<file path="config.mk">
export PLATFORM = sky130hd
export DESIGN_NAME = alu1_str_seq
export DESIGN_NICKNAME = d
export VERILOG_FILES = /design/src/rtl/alu1_pkg.sv /design/src/rtl/alu1_str_ptr_upd.sv /design/src/rtl/alu1_str_seq.sv
export SDC_FILE = /design/constraint.sdc
export NUM_CORES = 1
export LEC_CHECK = 0
export BUFFER_PORTS_ARGS = -buffer_cell sky130_fd_sc_hd__buf_2
export CAP_MARGIN = 5
export CORE_MARGIN = 2
export CORE_UTILIZATION = 55
export CTS_CLUSTER_SIZE = 20
export DETAILED_ROUTE_END_ITERATION = 8
export PLACE_DENSITY = 0.81
export SLEW_MARGIN = 20
export SYNTH_ARGS = -nofsm -noshare
export SYNTH_HDL_FRONTEND = slang
export SYNTH_HIERARCHICAL = 1
export SYNTH_SLANG_ARGS = --single-unit
</file>
<file path="constraint.sdc">
create_clock -name clk -period 5.42 [get_ports clk]
set_input_delay 0.542 -clock clk [delete_from_list [all_inputs] [get_ports clk]]
set_output_delay 0.542 -clock clk [all_outputs]
set_load 0.005 [all_outputs]
</file>
<file path="src/rtl/alu1_pkg.sv">
// Shared encodings for the ALU1 string-instruction sequencer: FSM states,
// instruction/prefix/size codes and the element-size to pointer-step mapping.
package alu1_pkg;

    typedef enum logic [2:0] {
        ST_IDLE   = 3'd0,
        ST_CHK    = 3'd1,
        ST_RD_SRC = 3'd2,
        ST_RD_DST = 3'd3,
        ST_WR_DST = 3'd4,
        ST_UPD    = 3'd5,
        ST_FIN    = 3'd6
    } state_e;

    localparam logic       OP_MOVS  = 1'b0;
    localparam logic       OP_CMPS  = 1'b1;

    localparam logic [1:0] REP_NONE = 2'b00;
    localparam logic [1:0] REP_E    = 2'b01;
    localparam logic [1:0] REP_NE   = 2'b10;

    localparam logic [1:0] SZ_BYTE  = 2'b00;
    localparam logic [1:0] SZ_WORD  = 2'b01;
    localparam logic [1:0] SZ_DWORD = 2'b10;

    function automatic logic [31:0] size_step(input logic [1:0] sz);
        logic [31:0] step;
        case (sz)
            SZ_WORD:  step = 32'd2;
            SZ_DWORD: step = 32'd4;
            default:  step = 32'd1;
        endcase
        return step;
    endfunction

    // The reserved 2'b11 codes collapse onto the plain (non-REP / byte) meaning.
    function automatic logic [1:0] norm_rep(input logic [1:0] rep);
        return (rep == 2'b11) ? REP_NONE : rep;
    endfunction

    function automatic logic [1:0] norm_size(input logic [1:0] sz);
        return (sz == 2'b11) ? SZ_BYTE : sz;
    endfunction

endpackage

</file>
<file path="src/rtl/alu1_str_ptr_upd.sv">
// Combinational ESI/EDI/ECX stepping for one string-instruction iteration.
// Pointers wrap modulo 2^32; the count saturates at zero.
module alu1_str_ptr_upd
    import alu1_pkg::*;
(
    input  logic [31:0] esi_i,
    input  logic [31:0] edi_i,
    input  logic [31:0] ecx_i,
    input  logic        df_i,
    input  logic [1:0]  op_size_i,
    input  logic        cnt_en_i,
    output logic [31:0] esi_o,
    output logic [31:0] edi_o,
    output logic [31:0] ecx_o
);

    logic [31:0] step_s;

    // Next pointer and count values
    always_comb begin
        step_s = size_step(op_size_i);
        if (df_i) begin
            esi_o = esi_i - step_s;
            edi_o = edi_i - step_s;
        end else begin
            esi_o = esi_i + step_s;
            edi_o = edi_i + step_s;
        end
        if (cnt_en_i && (ecx_i != 32'd0)) begin
            ecx_o = ecx_i - 32'd1;
        end else begin
            ecx_o = ecx_i;
        end
    end

endmodule

</file>
<file path="src/rtl/alu1_str_seq.sv">
// MOVS/CMPS string-instruction sequencer with REP/REPE/REPNE prefixes,
// handshaked memory requests, stall freezing and registered outputs.
module alu1_str_seq
    import alu1_pkg::*;
(
    input  logic        clk,
    input  logic        rst,
    input  logic        start,
    input  logic        str_op,
    input  logic [1:0]  rep_mode,
    input  logic [1:0]  op_size,
    input  logic        df_val,
    input  logic [31:0] ecx_in,
    input  logic [31:0] esi_in,
    input  logic [31:0] edi_in,
    input  logic        mem_rd_ack,
    input  logic        mem_wr_ack,
    input  logic        cmps_zf,
    input  logic        stall,
    output logic        busy,
    output logic        mem_rd_req,
    output logic [31:0] mem_rd_addr,
    output logic        mem_wr_req,
    output logic [31:0] mem_wr_addr,
    output logic        latch_en,
    output logic        ld_flags,
    output logic [31:0] ecx_out,
    output logic [31:0] esi_out,
    output logic [31:0] edi_out,
    output logic        done
);

    state_e      state_q, state_d;
    logic [31:0] ecx_q, ecx_d, esi_q, esi_d, edi_q, edi_d;
    logic        df_q, df_d, op_q, op_d;
    logic [1:0]  rep_q, rep_d, size_q, size_d;
    logic        rd_req_q, rd_req_d, wr_req_q, wr_req_d;
    logic [31:0] rd_addr_q, rd_addr_d, wr_addr_q, wr_addr_d;
    logic        latch_q, latch_d, ldf_q, ldf_d, done_q, done_d, busy_q, busy_d;
    logic [31:0] esi_nxt_s, edi_nxt_s, ecx_nxt_s;
    logic        upd_fin_s;

    alu1_str_ptr_upd u_ptr_upd (
        .esi_i     (esi_q),
        .edi_i     (edi_q),
        .ecx_i     (ecx_q),
        .df_i      (df_q),
        .op_size_i (size_q),
        .cnt_en_i  (rep_q != REP_NONE),
        .esi_o     (esi_nxt_s),
        .edi_o     (edi_nxt_s),
        .ecx_o     (ecx_nxt_s)
    );

    assign upd_fin_s = (rep_q == REP_NONE) || (ecx_nxt_s == 32'd0) ||
                       ((op_q == OP_CMPS) && (rep_q == REP_E)  && !cmps_zf) ||
                       ((op_q == OP_CMPS) && (rep_q == REP_NE) &&  cmps_zf);

    // Next-state and next-output computation
    always_comb begin
        state_d   = state_q;
        ecx_d     = ecx_q;
        esi_d     = esi_q;
        edi_d     = edi_q;
        df_d      = df_q;
        op_d      = op_q;
        rep_d     = rep_q;
        size_d    = size_q;
        rd_req_d  = rd_req_q;
        rd_addr_d = rd_addr_q;
        wr_req_d  = wr_req_q;
        wr_addr_d = wr_addr_q;
        latch_d   = 1'b0;
        ldf_d     = 1'b0;
        done_d    = 1'b0;
        if (stall) begin
            // Pending pulses are held so they surface in the first unstalled cycle.
            latch_d = latch_q;
            ldf_d   = ldf_q;
            done_d  = done_q;
        end else begin
            case (state_q)
                ST_IDLE: begin
                    if (start) begin
                        ecx_d   = ecx_in;
                        esi_d   = esi_in;
                        edi_d   = edi_in;
                        df_d    = df_val;
                        op_d    = str_op;
                        rep_d   = norm_rep(rep_mode);
                        size_d  = norm_size(op_size);
                        state_d = ST_CHK;
                    end else begin
                        state_d = ST_IDLE;
                    end
                end
                ST_CHK: begin
                    if ((rep_q != REP_NONE) && (ecx_q == 32'd0)) begin
                        done_d  = 1'b1;
                        state_d = ST_FIN;
                    end else begin
                        rd_req_d  = 1'b1;
                        rd_addr_d = esi_q;
                        state_d   = ST_RD_SRC;
                    end
                end
                ST_RD_SRC: begin
                    if (mem_rd_ack) begin
                        latch_d = 1'b1;
                        if (op_q == OP_CMPS) begin
                            rd_addr_d = edi_q;
                            state_d   = ST_RD_DST;
                        end else begin
                            rd_req_d  = 1'b0;
                            wr_req_d  = 1'b1;
                            wr_addr_d = edi_q;
                            state_d   = ST_WR_DST;
                        end
                    end else begin
                        state_d = ST_RD_SRC;
                    end
                end
                ST_RD_DST: begin
                    if (mem_rd_ack) begin
                        ldf_d    = 1'b1;
                        rd_req_d = 1'b0;
                        state_d  = ST_UPD;
                    end else begin
                        state_d = ST_RD_DST;
                    end
                end
                ST_WR_DST: begin
                    if (mem_wr_ack) begin
                        wr_req_d = 1'b0;
                        state_d  = ST_UPD;
                    end else begin
                        state_d = ST_WR_DST;
                    end
                end
                ST_UPD: begin
                    esi_d = esi_nxt_s;
                    edi_d = edi_nxt_s;
                    ecx_d = ecx_nxt_s;
                    if (upd_fin_s) begin
                        done_d  = 1'b1;
                        state_d = ST_FIN;
                    end else begin
                        rd_req_d  = 1'b1;
                        rd_addr_d = esi_nxt_s;
                        state_d   = ST_RD_SRC;
                    end
                end
                ST_FIN: begin
                    state_d = ST_IDLE;
                end
                default: begin
                    state_d = ST_IDLE;
                end
            endcase
        end
        busy_d = (state_d != ST_IDLE);
    end

    // State and output registers
    always_ff @(posedge clk) begin
        if (rst) begin
            state_q   <= ST_IDLE;
            ecx_q     <= 32'd0;
            esi_q     <= 32'd0;
            edi_q     <= 32'd0;
            df_q      <= 1'b0;
            op_q      <= 1'b0;
            rep_q     <= 2'b00;
            size_q    <= 2'b00;
            rd_req_q  <= 1'b0;
            rd_addr_q <= 32'd0;
            wr_req_q  <= 1'b0;
            wr_addr_q <= 32'd0;
            latch_q   <= 1'b0;
            ldf_q     <= 1'b0;
            done_q    <= 1'b0;
            busy_q    <= 1'b0;
        end else begin
            state_q   <= state_d;
            ecx_q     <= ecx_d;
            esi_q     <= esi_d;
            edi_q     <= edi_d;
            df_q      <= df_d;
            op_q      <= op_d;
            rep_q     <= rep_d;
            size_q    <= size_d;
            rd_req_q  <= rd_req_d;
            rd_addr_q <= rd_addr_d;
            wr_req_q  <= wr_req_d;
            wr_addr_q <= wr_addr_d;
            latch_q   <= latch_d;
            ldf_q     <= ldf_d;
            done_q    <= done_d;
            busy_q    <= busy_d;
        end
    end

    assign busy        = busy_q;
    assign mem_rd_req  = rd_req_q;
    assign mem_rd_addr = rd_addr_q;
    assign mem_wr_req  = wr_req_q;
    assign mem_wr_addr = wr_addr_q;
    assign latch_en    = latch_q & ~stall;
    assign ld_flags    = ldf_q & ~stall;
    assign done        = done_q & ~stall;
    assign ecx_out     = ecx_q;
    assign esi_out     = esi_q;
    assign edi_out     = edi_q;

endmodule

</file>
==> reports/summary.txt, run 1 <==
Status: finished, final reports clean
Clock Power Share: 0.352
Least-Margin Pin Slew: 1.07 ns
Gr usage total: 0.298
P_int: 2.25 mW
Worst Setup Start Kind: register
Critical path capture point type: register
CP peak stage delay: 0.56 ns
# resized after CTS: 0
Final worst slack: 0.653 ns
Crit share post-route: 0.879
RSZ-0062 raised after global routing: false
VDD IR max: 0.194 mV
P_sw: 1.07 mW
Clk buf depth: 2
Detailed-route wire length per cell: 17.1 um
Comb power frac: 0.211
CP required: 5.74 ns
Sw Ratio: 0.321
Cell variety after synth: 82
Via count: 12300
Synth Net Count: 1741
Mean Syn Cell Area: 7.68 um^2
Antenna Cells: 0
Reg power frac: 0.437
Core ar.: 21600 um^2
Die Footprint: 23000 um^2
Clk_lat worst skew: 0.44 ns
Number of synthesized flops with an enable pin: 0
Post-synthesis sequential area ratio: 0.292
Htree depth: 4
Post-layout min period: 4.77 ns
Slew HR: 0.288
Initial Util: 0.556
Setup TNS: 0 ns
Die X: 152 um
Hold EP: op_q
Clock sinks: 175
Top-level port count: 275
R2r setup slk: 0.65 ns
Layout Nets: 1946
FF-to-FF Start: ecx_out[6]
Hold Violations, Final: 0
CP max-delay cell: a222oi_1
DRT iter0 DRCs: 943
Detail Route Antenna Nets: 0
Commonest non-fill, non-tap cell in the layout: buf_2
Post-Route WL: 35.3 mm
Clock Skews: 0.0138 ns
PwrDens: 237 nW/um^2
RR Endpoint: mem_rd_addr[6]
FP Rows: 54
Post-CTS Setup Bufs: 0
Area Growth Syn to Fin: 16.7%
Syn Inst Count: 1565
Yosys warnings: 6
Max-cap violations: 0
Synth Flop Type: dfxtp_1
Finished Core Util: 0.648
Synth Register Bits: 175
Overflow after GRT: 0
Worst hold slack: 0.362 ns
Clock root cell: clkbuf_16
First-pass iteration count of the detailed router: 6
WHS Path Cells: 3
Hold-fix buffers, CTS: 0
Critical hold path startpoint: str_op
First-pass GRT wire length: 55.7 mm
Final Wtd Congestion: 0.940
Fraction of layout cells with a size suffix above 1: 0.195
Port buffer count: 274
Final Max Tran Viols: 0
Most frequent cells in the layout: 273 x buf_2, 244 x nand2_1, 196 x nor2_1
Die Y: 152 um
Critical path peak fanout: 18
HP Class: in2reg
Largest net degree at the start of global routing: 118
Via density: 5.96
Total CTS buffers: 17
Most frequent CP cell: nor4_1
Crit-path cells: nor4_1 > and4bb_2 > nand2b_1 > or3_1 > a211oi_2 > nand2_1 > nor4_1 > xor2_1 > nor4_1 > and4_1 > a222oi_1 > o2111ai_4 > buf_12 > mux2_1
Leakage: 6.39 nW
Post-DP HPWL: 25.1 mm
Initial antenna violation count: 0
CTS tree: yes
Clock slew at reported path FFs: 0.07 ns
Critical path class: reg2reg
Arrival time of the worst setup path: 5.08 ns
Pre-CTS WS: 0.740 ns
Filler cells: 1915
Synth Cell Area: 12000 um^2
Max frequency: 210 MHz
Reg2reg path depth: 14
Synth async-reset ratio: 0
Post-route DRC: 0
Number of setup violations in the final report: 0
Vias in the first global route: 11300
==> state kept, by name, indices dropped and copies added (netlist names), 2 cells and up <==
| register | count |
|---|---|
| edi_out | 32 |
| size_q | 2 |
| mem_wr_addr | 32 |
| ecx_out | 32 |
| esi_out | 32 |
| mem_rd_addr | 32 |
| state_q | 3 |
| rep_q | 2 |
==> synthesized netlist by cell type, types with 3 or more instances <==
| library cell | number | area, um^2 |
|---|---|---|
| o31ai_1 | 7 | 52.6 |
| and4_1 | 4 | 35.0 |
| nand3_1 | 12 | 60.1 |
| and3_1 | 5 | 31.3 |
| o21ai_0 | 43 | 215 |
| a211oi_1 | 37 | 278 |
| nand2b_1 | 21 | 131 |
| nand3b_1 | 6 | 45.0 |
| nand2_1 | 244 | 916 |
| ha_1 | 65 | 813 |
| nor4_1 | 22 | 138 |
| clkbuf_1 | 69 | 259 |
| buf_2 | 21 | 105 |
| mux2_2 | 4 | 45.0 |
| a311oi_1 | 64 | 561 |
| nor2_1 | 197 | 739 |
| buf_6 | 3 | 33.8 |
| xnor2_1 | 50 | 438 |
| and2_1 | 37 | 231 |
| nand4_1 | 11 | 68.8 |
| a221o_1 | 4 | 40.0 |
| or2_2 | 3 | 18.8 |
| xor2_1 | 36 | 315 |
| buf_1 | 6 | 22.5 |
| a211oi_2 | 3 | 37.5 |
| nor2b_1 | 51 | 319 |
| a211o_1 | 4 | 35.0 |
| a21o_1 | 31 | 233 |
| nor3_1 | 8 | 40.0 |
| or3_1 | 4 | 25.0 |
| inv_1 | 38 | 143 |
| a21oi_1 | 130 | 651 |
| o21a_1 | 7 | 52.6 |
| o21bai_1 | 6 | 45.0 |
| a31oi_1 | 12 | 75.1 |
| a221oi_1 | 33 | 289 |
| mux2i_1 | 5 | 50.1 |
| mux2_1 | 30 | 338 |
| dfxtp_1 | 175 | 3500 |
==> power groups by stage <==
stage	Clock [mW]	Sequential [mW]	Combinational (mW)
after floorplan	0	1.46	0.481
after global placement	0	1.48	0.673
after detailed placement	0	1.48	0.689
after CTS	1.18	1.45	0.695
after global routing	1.22	1.46	0.783
final	1.17	1.45	0.701
==> worst max-delay path by stage <==
stage / from / cells past startpoint / end
floorplan: df_q / 16 / mem_rd_addr[28]
global placement: ecx_out[6] / 14 / mem_rd_addr[3]
detailed placement: ecx_out[6] / 14 / mem_rd_addr[6]
CTS: ecx_out[6] / 14 / mem_rd_addr[9]
global route: ecx_out[22] / 15 / mem_rd_addr[9]
finish: ecx_out[6] / 14 / mem_rd_addr[6]
==> kinds of logic (layout without fill, tap and decap cells) <==
kind of cell / after synthesis / count (layout) / synth area share
buffers and inverters: 139 / 357 / 0.0478
muxes: 39 / 39 / 0.0360
adders and majority gates: 68 / 68 / 0.0719
DFF: 175 / 175 / 0.292
AOI/OAI and AO/OA: 416 / 416 / 0.243
and+or+nand+nor: 642 / 642 / 0.247
xor gates and xnor gates: 86 / 86 / 0.0627
==> metal layers <==
layer / vias to the layer above / part of all wire / GRT usage
met5: - / 0 / 0
met4: 0 / 0.021 / 0.0986
met3: 50 / 0.062 / 0.0380
met2: 463 / 0.47 / 0.491
met1: 5779 / 0.44 / 0.405
li1: 6013 / - / -
==> stage by stage <==
stage	power, mW	area (um^2)	std cells
2_1_floorplan	1.94	12000	1565
3_3_place_gp	2.15	13500	2031
3_5_place_dp	2.17	13500	2031
4_1_cts	3.32	14000	2063
5_1_grt	3.47	14000	2063
6_report	3.32	14000	2063
==> area by class of cell <==
cell class	count	area, um^2	share of cell area
well taps	280	350	0.0250
multi-input cells	1251	7980	0.569
clock inverters	13	105	0.00750
clock buffers	19	433	0.0309
repair buffers	286	1510	0.107
inverters	39	146	0.0104
flip-flops and latches	175	3500	0.250
==> critical path: cells and delay by family (launching register included) <==
kind | cells | cell delay, ns
compound gates | 3 | 1.30
xor+xnor | 1 | 0.23
buf+inv | 1 | 0.33
flops | 1 | 0.37
mux | 1 | 0.32
simple gates | 8 | 2.09
Power figures use the tool's default switching activity.
==> inputs of run 2 (changes only) <==
--- a/config.mk
+++ b/config.mk
@@ -7,11 +7,10 @@
 export LEC_CHECK = 0
 export BUFFER_PORTS_ARGS = -buffer_cell sky130_fd_sc_hd__buf_2
 export CAP_MARGIN = 5
-export CORE_MARGIN = 2
 export CORE_UTILIZATION = 55
 export CTS_CLUSTER_SIZE = 20
 export DETAILED_ROUTE_END_ITERATION = 8
-export PLACE_DENSITY = 0.81
+export PLACE_DENSITY = 0.77
 export SLEW_MARGIN = 20
 export SYNTH_ARGS = -nofsm -noshare
 export SYNTH_HDL_FRONTEND = slang
==> run 2 against run 1 <==
  * Via count grew 0.85%
  * Setup slack lost 0.15 ns
  * Non-clock buffer count grew 2
  * Die area shrank 2.6%
  * Fmax shrank 3.0%
  * Count of clock-buffer cells in the layout is the same
  * Sequential power is essentially flat
  * Sequential share of layout area shrank 0.051 points
  * Largest power group unchanged
  * Power grew 3.5%
  * Worst hold slack lost 0.0032 ns
  * Global-route usage grew 1.4 points
  * Wire length grew 0.64%
==> reports/summary.txt, run 2 (synthesis results as in run 1) <==
Most frequent CP cell: nor4_1 (unchanged)
Post-route DRC: 0 (unchanged)
Detail Route Antenna Nets: 0 (unchanged)
Clock Skews: 0.0129 ns (was 0.0138 ns)
Worst Setup Start Kind: register (unchanged)
CP peak stage delay: 0.78 ns (was 0.56 ns)
Port buffer count: 274 (unchanged)
Post-Route WL: 35.5 mm (was 35.3 mm)
Die X: 150 um (was 152 um)
First-pass iteration count of the detailed router: 5 (was 6)
Number of setup violations in the final report: 0 (unchanged)
First-pass GRT wire length: 56.1 mm (was 55.7 mm)
Die Footprint: 22400 um^2 (was 23000 um^2)
Slew HR: 0.280 (was 0.288)
CTS tree: yes (unchanged)
Multi-input logic area: 7980 um^2 (unchanged)
Crit-path cells: nor4_1 > nand4bb_1 > or2_1 > nor4_2 > and4b_1 > nor2b_1 > nand3_1 > nor2_1 > xor2_1 > nor4_1 > and4_1 > a222oi_1 > o2111ai_4 > buf_4 > mux2_1 (was nor4_1 > and4bb_2 > nand2b_1 > or3_1 > a211oi_2 > nand2_1 > nor4_1 > xor2_1 > nor4_1 > and4_1 > a222oi_1 > o2111ai_4 > buf_12 > mux2_1)
Clock sinks: 175 (unchanged)
RSZ-0062 raised after global routing: false (unchanged)
Initial Util: 0.566 (was 0.556)
FP Rows: 53 (was 54)
Final Wtd Congestion: 0.962 (was 0.940)
Leakage: 6.41 nW (was 6.39 nW)
Critical hold path startpoint: ecx_in[16] (was str_op)
Post-DP Area: 13500 um^2 (about the same)
Reg2reg path depth: 15 (was 14)
Most frequent cells in the layout: 273 x buf_2, 244 x nand2_1, 196 x nor2_1 (unchanged)
Die Y: 150 um (was 152 um)
Hold EP: ecx_out[16] (was op_q)
Clk_lat worst skew: 0.44 ns (about the same)
Worst path bufs/invs: 1 (unchanged)
Filler cells: 1916 (was 1915)
Core ar.: 21200 um^2 (was 21600 um^2)
Arrival time of the worst setup path: 5.23 ns (was 5.08 ns)
Detailed-route wire length per cell: 17.2 um (was 17.1 um)
Commonest non-fill, non-tap cell in the layout: buf_2 (unchanged)
Max frequency: 204 MHz (was 210 MHz)
CP top delay family: simple AND/OR/NAND/NOR gates (unchanged)
Initial antenna violation count: 0 (unchanged)
VDD IR max: 0.190 mV (was 0.194 mV)
Post-DP HPWL: 25.2 mm (was 25.1 mm)
Max-cap violations: 0 (unchanged)
Post-CTS Setup Bufs: 0 (unchanged)
HP Class: in2reg (unchanged)
Hold-fix buffers, CTS: 0 (unchanged)
Htree depth: 4 (unchanged)
Fraction of layout cells with a size suffix above 1: 0.196 (was 0.195)
Vias in the first global route: 11300 (about the same)
Clock root cell: clkbuf_16 (unchanged)
Least-Margin Pin Slew: 1.08 ns (was 1.07 ns)
FF+latch area: 3500 um^2 (unchanged)
RR Endpoint: mem_rd_addr[10] (was mem_rd_addr[6])
Clk buf depth: 2 (unchanged)
R2r setup slk: 0.51 ns (was 0.65 ns)
PwrDens: 245 nW/um^2 (was 237 nW/um^2)
Clock slew at reported path FFs: 0.07 ns (about the same)
DRT iter0 DRCs: 910 (was 943)
Crit share post-route: 0.906 (was 0.879)
CP required: 5.74 ns (about the same)
Via density: 6.02 (was 5.96)
FF-to-FF Start: ecx_out[22] (was ecx_out[6])
Largest net degree at the start of global routing: 121 (was 118)
Final Max Tran Viols: 0 (unchanged)
Layout Nets: 1948 (was 1946)
WHS Path Cells: 3 (unchanged)
# resized after CTS: 0 (unchanged)
Overflow after GRT: 0 (unchanged)
Hold Violations, Final: 0 (unchanged)
CP max-delay cell: o2111ai_4 (was a222oi_1)
Critical path capture point type: register (unchanged)
Total CTS buffers: 17 (unchanged)
Design area: 14000 um^2 (about the same)
Antenna Cells: 0 (unchanged)
Setup TNS: 0 ns (unchanged)
Gr usage total: 0.312 (was 0.298)
Status: finished, final reports clean (unchanged)
Critical path peak fanout: 19 (was 18)
Top-level port count: 275 (unchanged)
Critical path class: reg2reg (unchanged)
Area Growth Syn to Fin: 17.0% (was 16.7%)
Post-layout min period: 4.91 ns (was 4.77 ns)
Via count: 12400 (was 12300)
## run 2: cell types whose count changed in the layout (fill, tap and decap cells not counted), sizes merged
cell / before / now
clkinvlp: 3 / 2
bufinv: 0 / 2
clkinv: 5 / 4
buf: 286 / 288
## run 2: metrics by stage
| step | utilization | std cells | worst slack, ns | power (mW) | hold slack [ns] |
|---|---|---|---|---|---|
| global route | 0.662 | 2060 | 0.0936 | 3.59 | 0.367 |
| global placement | 0.634 | 2028 | 0.671 | 2.15 | 0.439 |
| finish | 0.662 | 2060 | 0.508 | 3.44 | 0.359 |
| detailed placement | 0.634 | 2028 | 0.567 | 2.17 | 0.444 |
| CTS | 0.662 | 2060 | 0.534 | 3.44 | 0.344 |
| floorplan | - | 1565 | 0.859 | 1.94 | 0.449 |
## run 2: layer usage
metal	wire, um	vias to the layer above	GRT usage	share of wire
met3	2350	57	0.0421	0.066
met1	15700	5859	0.415	0.44
met2	16600	481	0.515	0.47
li1	-	6012	-	-
met4	822	0	0.113	0.023
met5	0	-	0	0
## run 2: cell type report
cell class	instances	area share
Tap cell	275	0.0245
Clock inverter	13	0.0109
Sequential cell	175	0.249
Clock buffer	19	0.0315
Inverter	39	0.0104
Multi-Input combinational cell	1251	0.568
Timing Repair Buffer	288	0.106
## run 2: how the worst max path moves through the flow
| stage | start | endpoint | slack (ns) | depth (start not counted) |
|---|---|---|---|---|
| after floorplan | df_q | mem_rd_addr[28] | 0.86 | 16 |
| after global placement | ecx_out[22] | mem_rd_addr[0] | 0.67 | 15 |
| after detailed placement | ecx_out[22] | mem_rd_addr[3] | 0.57 | 15 |
| after CTS | ecx_out[22] | mem_rd_addr[10] | 0.53 | 15 |
| after global routing | ecx_out[6] | mem_rd_addr[10] | 0.09 | 14 |
| final | ecx_out[22] | mem_rd_addr[10] | 0.51 | 15 |
## run 2: worst register-to-register path, stage by stage (launching register included)
cell	delay (ns)
dfxtp_1	0.37
nor4_1	0.48
nand4bb_1	0.16
or2_1	0.29
nor4_2	0.37
and4b_1	0.34
nor2b_1	0.10
nand3_1	0.22
nor2_1	0.09
xor2_1	0.16
nor4_1	0.37
and4_1	0.27
a222oi_1	0.13
o2111ai_4	0.78
buf_4	0.31
mux2_1	0.34
## run 2: power breakdown
part / internal (mW) / switching (mW) / leakage (nW)
sequential: 1.35 / 0.102 / 1.43
clock: 0.703 / 0.581 / 0.287
combinational: 0.306 / 0.395 / 4.70
==> inputs of run 3 (changes only) <==
==> constraint.sdc (replaced) <==
create_clock -name clk -period 5.42 [get_ports clk]
set_input_delay 0.813 -clock clk [delete_from_list [all_inputs] [get_ports clk]]
set_output_delay 0.813 -clock clk [all_outputs]
set_load 0.005 [all_outputs]
==> run 3 against run 2 <==
  * Register-to-register slack gained 0.29 ns
  * Via count shrank 0.85%
  * Sequential power is essentially flat
  * Die area is the same
  * Non-clock buffer count is the same
  * Count of clock-buffer cells in the layout shrank 1
  * Fmax grew 6.2%
  * Setup slack gained 0.29 ns
  * Largest cell class unchanged
  * Largest power group unchanged
  * Highest routed layer unchanged
==> reports/summary.txt, run 3 (synthesis results as in run 1) <==
FP Rows: 53 (unchanged)
Final worst slack: 0.795 ns (was 0.508 ns)
Max frequency: 216 MHz (was 204 MHz)
Clock root cell: clkbuf_16 (unchanged)
First-pass GRT wire length: 56.6 mm (was 56.1 mm)
CP required: 5.75 ns (was 5.74 ns)
Multi-input logic area: 7980 um^2 (unchanged)
Origin of the worst setup path: ecx_out[22] (unchanged)
Crit share post-route: 0.853 (was 0.906)
Slew HR: 0.322 (was 0.280)
CTS tree: yes (unchanged)
Critical path peak fanout: 32 (was 19)
Met2 usage: 0.515 (unchanged)
DP Cell Count: 2028 (unchanged)
Via density: 5.97 (was 6.02)
Fraction of layout cells with a size suffix above 1: 0.197 (was 0.196)
Status: finished, final reports clean (unchanged)
Initial Util: 0.566 (unchanged)
Top-level port count: 275 (unchanged)
Detailed-route wire length per cell: 17.3 um (was 17.2 um)
Overflow after GRT: 0 (unchanged)
Detail Route Antenna Nets: 0 (unchanged)
CP max-delay cell: nor4_1 (was o2111ai_4)
Post-Route WL: 35.7 mm (was 35.5 mm)
Most frequent cells in the layout: 273 x buf_2, 244 x nand2_1, 196 x nor2_1 (unchanged)
# resized after CTS: 0 (unchanged)
Clock sinks: 175 (unchanged)
Largest net degree at the start of global routing: 138 (was 121)
FF-to-FF Start: ecx_out[22] (unchanged)
Total CTS buffers: 17 (unchanged)
Area Growth Syn to Fin: 17.1% (was 17.0%)
Htree depth: 4 (unchanged)
Gr usage total: 0.314 (was 0.312)
Most frequent CP cell: nor4_1 (unchanged)
Max-cap violations: 0 (unchanged)
DRT iter0 DRCs: 796 (was 910)
Port buffer count: 274 (unchanged)
Core ar.: 21200 um^2 (unchanged)
Vias in the first global route: 11500 (was 11300)
R2r setup slk: 0.79 ns (was 0.51 ns)
CP peak stage delay: 0.50 ns (was 0.78 ns)
Commonest non-fill, non-tap cell in the layout: buf_2 (unchanged)
Pre-CTS WS: 0.899 ns (was 0.567 ns)
Number of setup violations in the final report: 0 (unchanged)
WHS Path Cells: 2 (was 3)
Layout Nets: 1948 (unchanged)
Die Footprint: 22400 um^2 (unchanged)
Clk_lat worst skew: 0.44 ns (about the same)
Clock slew at reported path FFs: 0.08 ns (was 0.07 ns)
Die Y: 150 um (unchanged)
Worst hold slack: 0.452 ns (was 0.359 ns)
Post-DP Area: 13500 um^2 (unchanged)
Initial antenna violation count: 0 (unchanged)
Leakage: 6.42 nW (was 6.41 nW)
Met3 GRT Util: 0.0457 (was 0.0421)
Post-layout min period: 4.63 ns (was 4.91 ns)
Design area: 14100 um^2 (was 14000 um^2)
GR Layer Usage met1: 0.412 (was 0.415)
VDD IR max: 0.190 mV (about the same)
Worst Setup Start Kind: register (unchanged)
Post-DP HPWL: 25.4 mm (was 25.2 mm)
Finished Layout Cells: 2060 (unchanged)
PwrDens: 247 nW/um^2 (was 245 nW/um^2)
Finished Core Util: 0.663 (was 0.662)
Die X: 150 um (unchanged)
Setup TNS: 0 ns (unchanged)
Most Crowded Layer GR: met2 (unchanged)
Overall Power: 3.47 mW (was 3.44 mW)
Least-Margin Pin Slew: 1.02 ns (was 1.08 ns)
Arrival time of the worst setup path: 4.95 ns (was 5.23 ns)
Via count: 12300 (was 12400)
FF+latch area: 3500 um^2 (unchanged)
HP Class: reg2reg (was in2reg)
Critical path capture point type: register (unchanged)
Antenna Cells: 0 (unchanged)
Critical hold path startpoint: mem_wr_addr[20] (was ecx_in[16])
Hold-fix buffers, CTS: 0 (unchanged)
Critical path class: reg2reg (unchanged)
Hold Violations, Final: 0 (unchanged)
Crit-path cells: nor4_1 > nand4bb_1 > or2_1 > nor4_2 > and4b_1 > nor2b_1 > nand3_1 > nor2_1 > xor2_1 > nor4_1 > and4_1 > a222oi_1 > o2111ai_4 > buf_4 > mux2_1 (unchanged)
Final Wtd Congestion: 0.978 (was 0.962)
Clk buf depth: 2 (unchanged)
RSZ-0062 raised after global routing: false (unchanged)
Clock Skews: 0.0110 ns (was 0.0129 ns)
First-pass iteration count of the detailed router: 8 (was 5)
Reg2reg path depth: 15 (unchanged)
Final Max Tran Viols: 0 (unchanged)
Post-route DRC: 0 (unchanged)
Post-CTS Setup Bufs: 0 (unchanged)
Filler cells: 1875 (was 1916)
-- run 3: cell type report --
class | instances | share of cell area
Timing Repair Buffer | 288 | 0.105
Multi-Input combinational cell | 1251 | 0.567
Clock inverter | 14 | 0.0119
Sequential cell | 175 | 0.249
Inverter | 39 | 0.0104
Clock buffer | 18 | 0.0312
Tap cell | 275 | 0.0245
-- run 3: path summary, 6_finish.rpt --
check | end
max | mem_rd_addr[22]
min | mem_wr_addr[20]
max reg2reg | mem_rd_addr[22]
min reg2reg | mem_wr_addr[20]
-- run 3: metal layers --
| layer | wire length (um) | part of all wire | up-vias |
|---|---|---|---|
| met4 | 943 | 0.026 | 0 |
| met1 | 15700 | 0.44 | 5736 |
| met2 | 16700 | 0.47 | 490 |
| met5 | 0 | 0 | - |
| met3 | 2320 | 0.065 | 68 |
| li1 | - | - | 6010 |
-- run 3: report_power, final --
group / switching [mW] / leakage, nW / total, mW / internal [mW]
Sequential: 0.102 / 1.43 / 1.45 / 1.35
Clock: 0.602 / 0.299 / 1.31 / 0.712
Combinational: 0.397 / 4.70 / 0.702 / 0.305
Total: 1.10 / 6.42 / 3.47 / 2.37
-- run 3: worst max-delay path, delay by kind of cell, from the launching register on --
kind	cells	cell delay, ns
buffers and inverters	1	0.48
AOI/OAI and AO/OA	2	0.36
and+or+nand+nor	10	2.72
xor gates and xnor gates	1	0.17
muxes	1	0.39
DFF	1	0.38
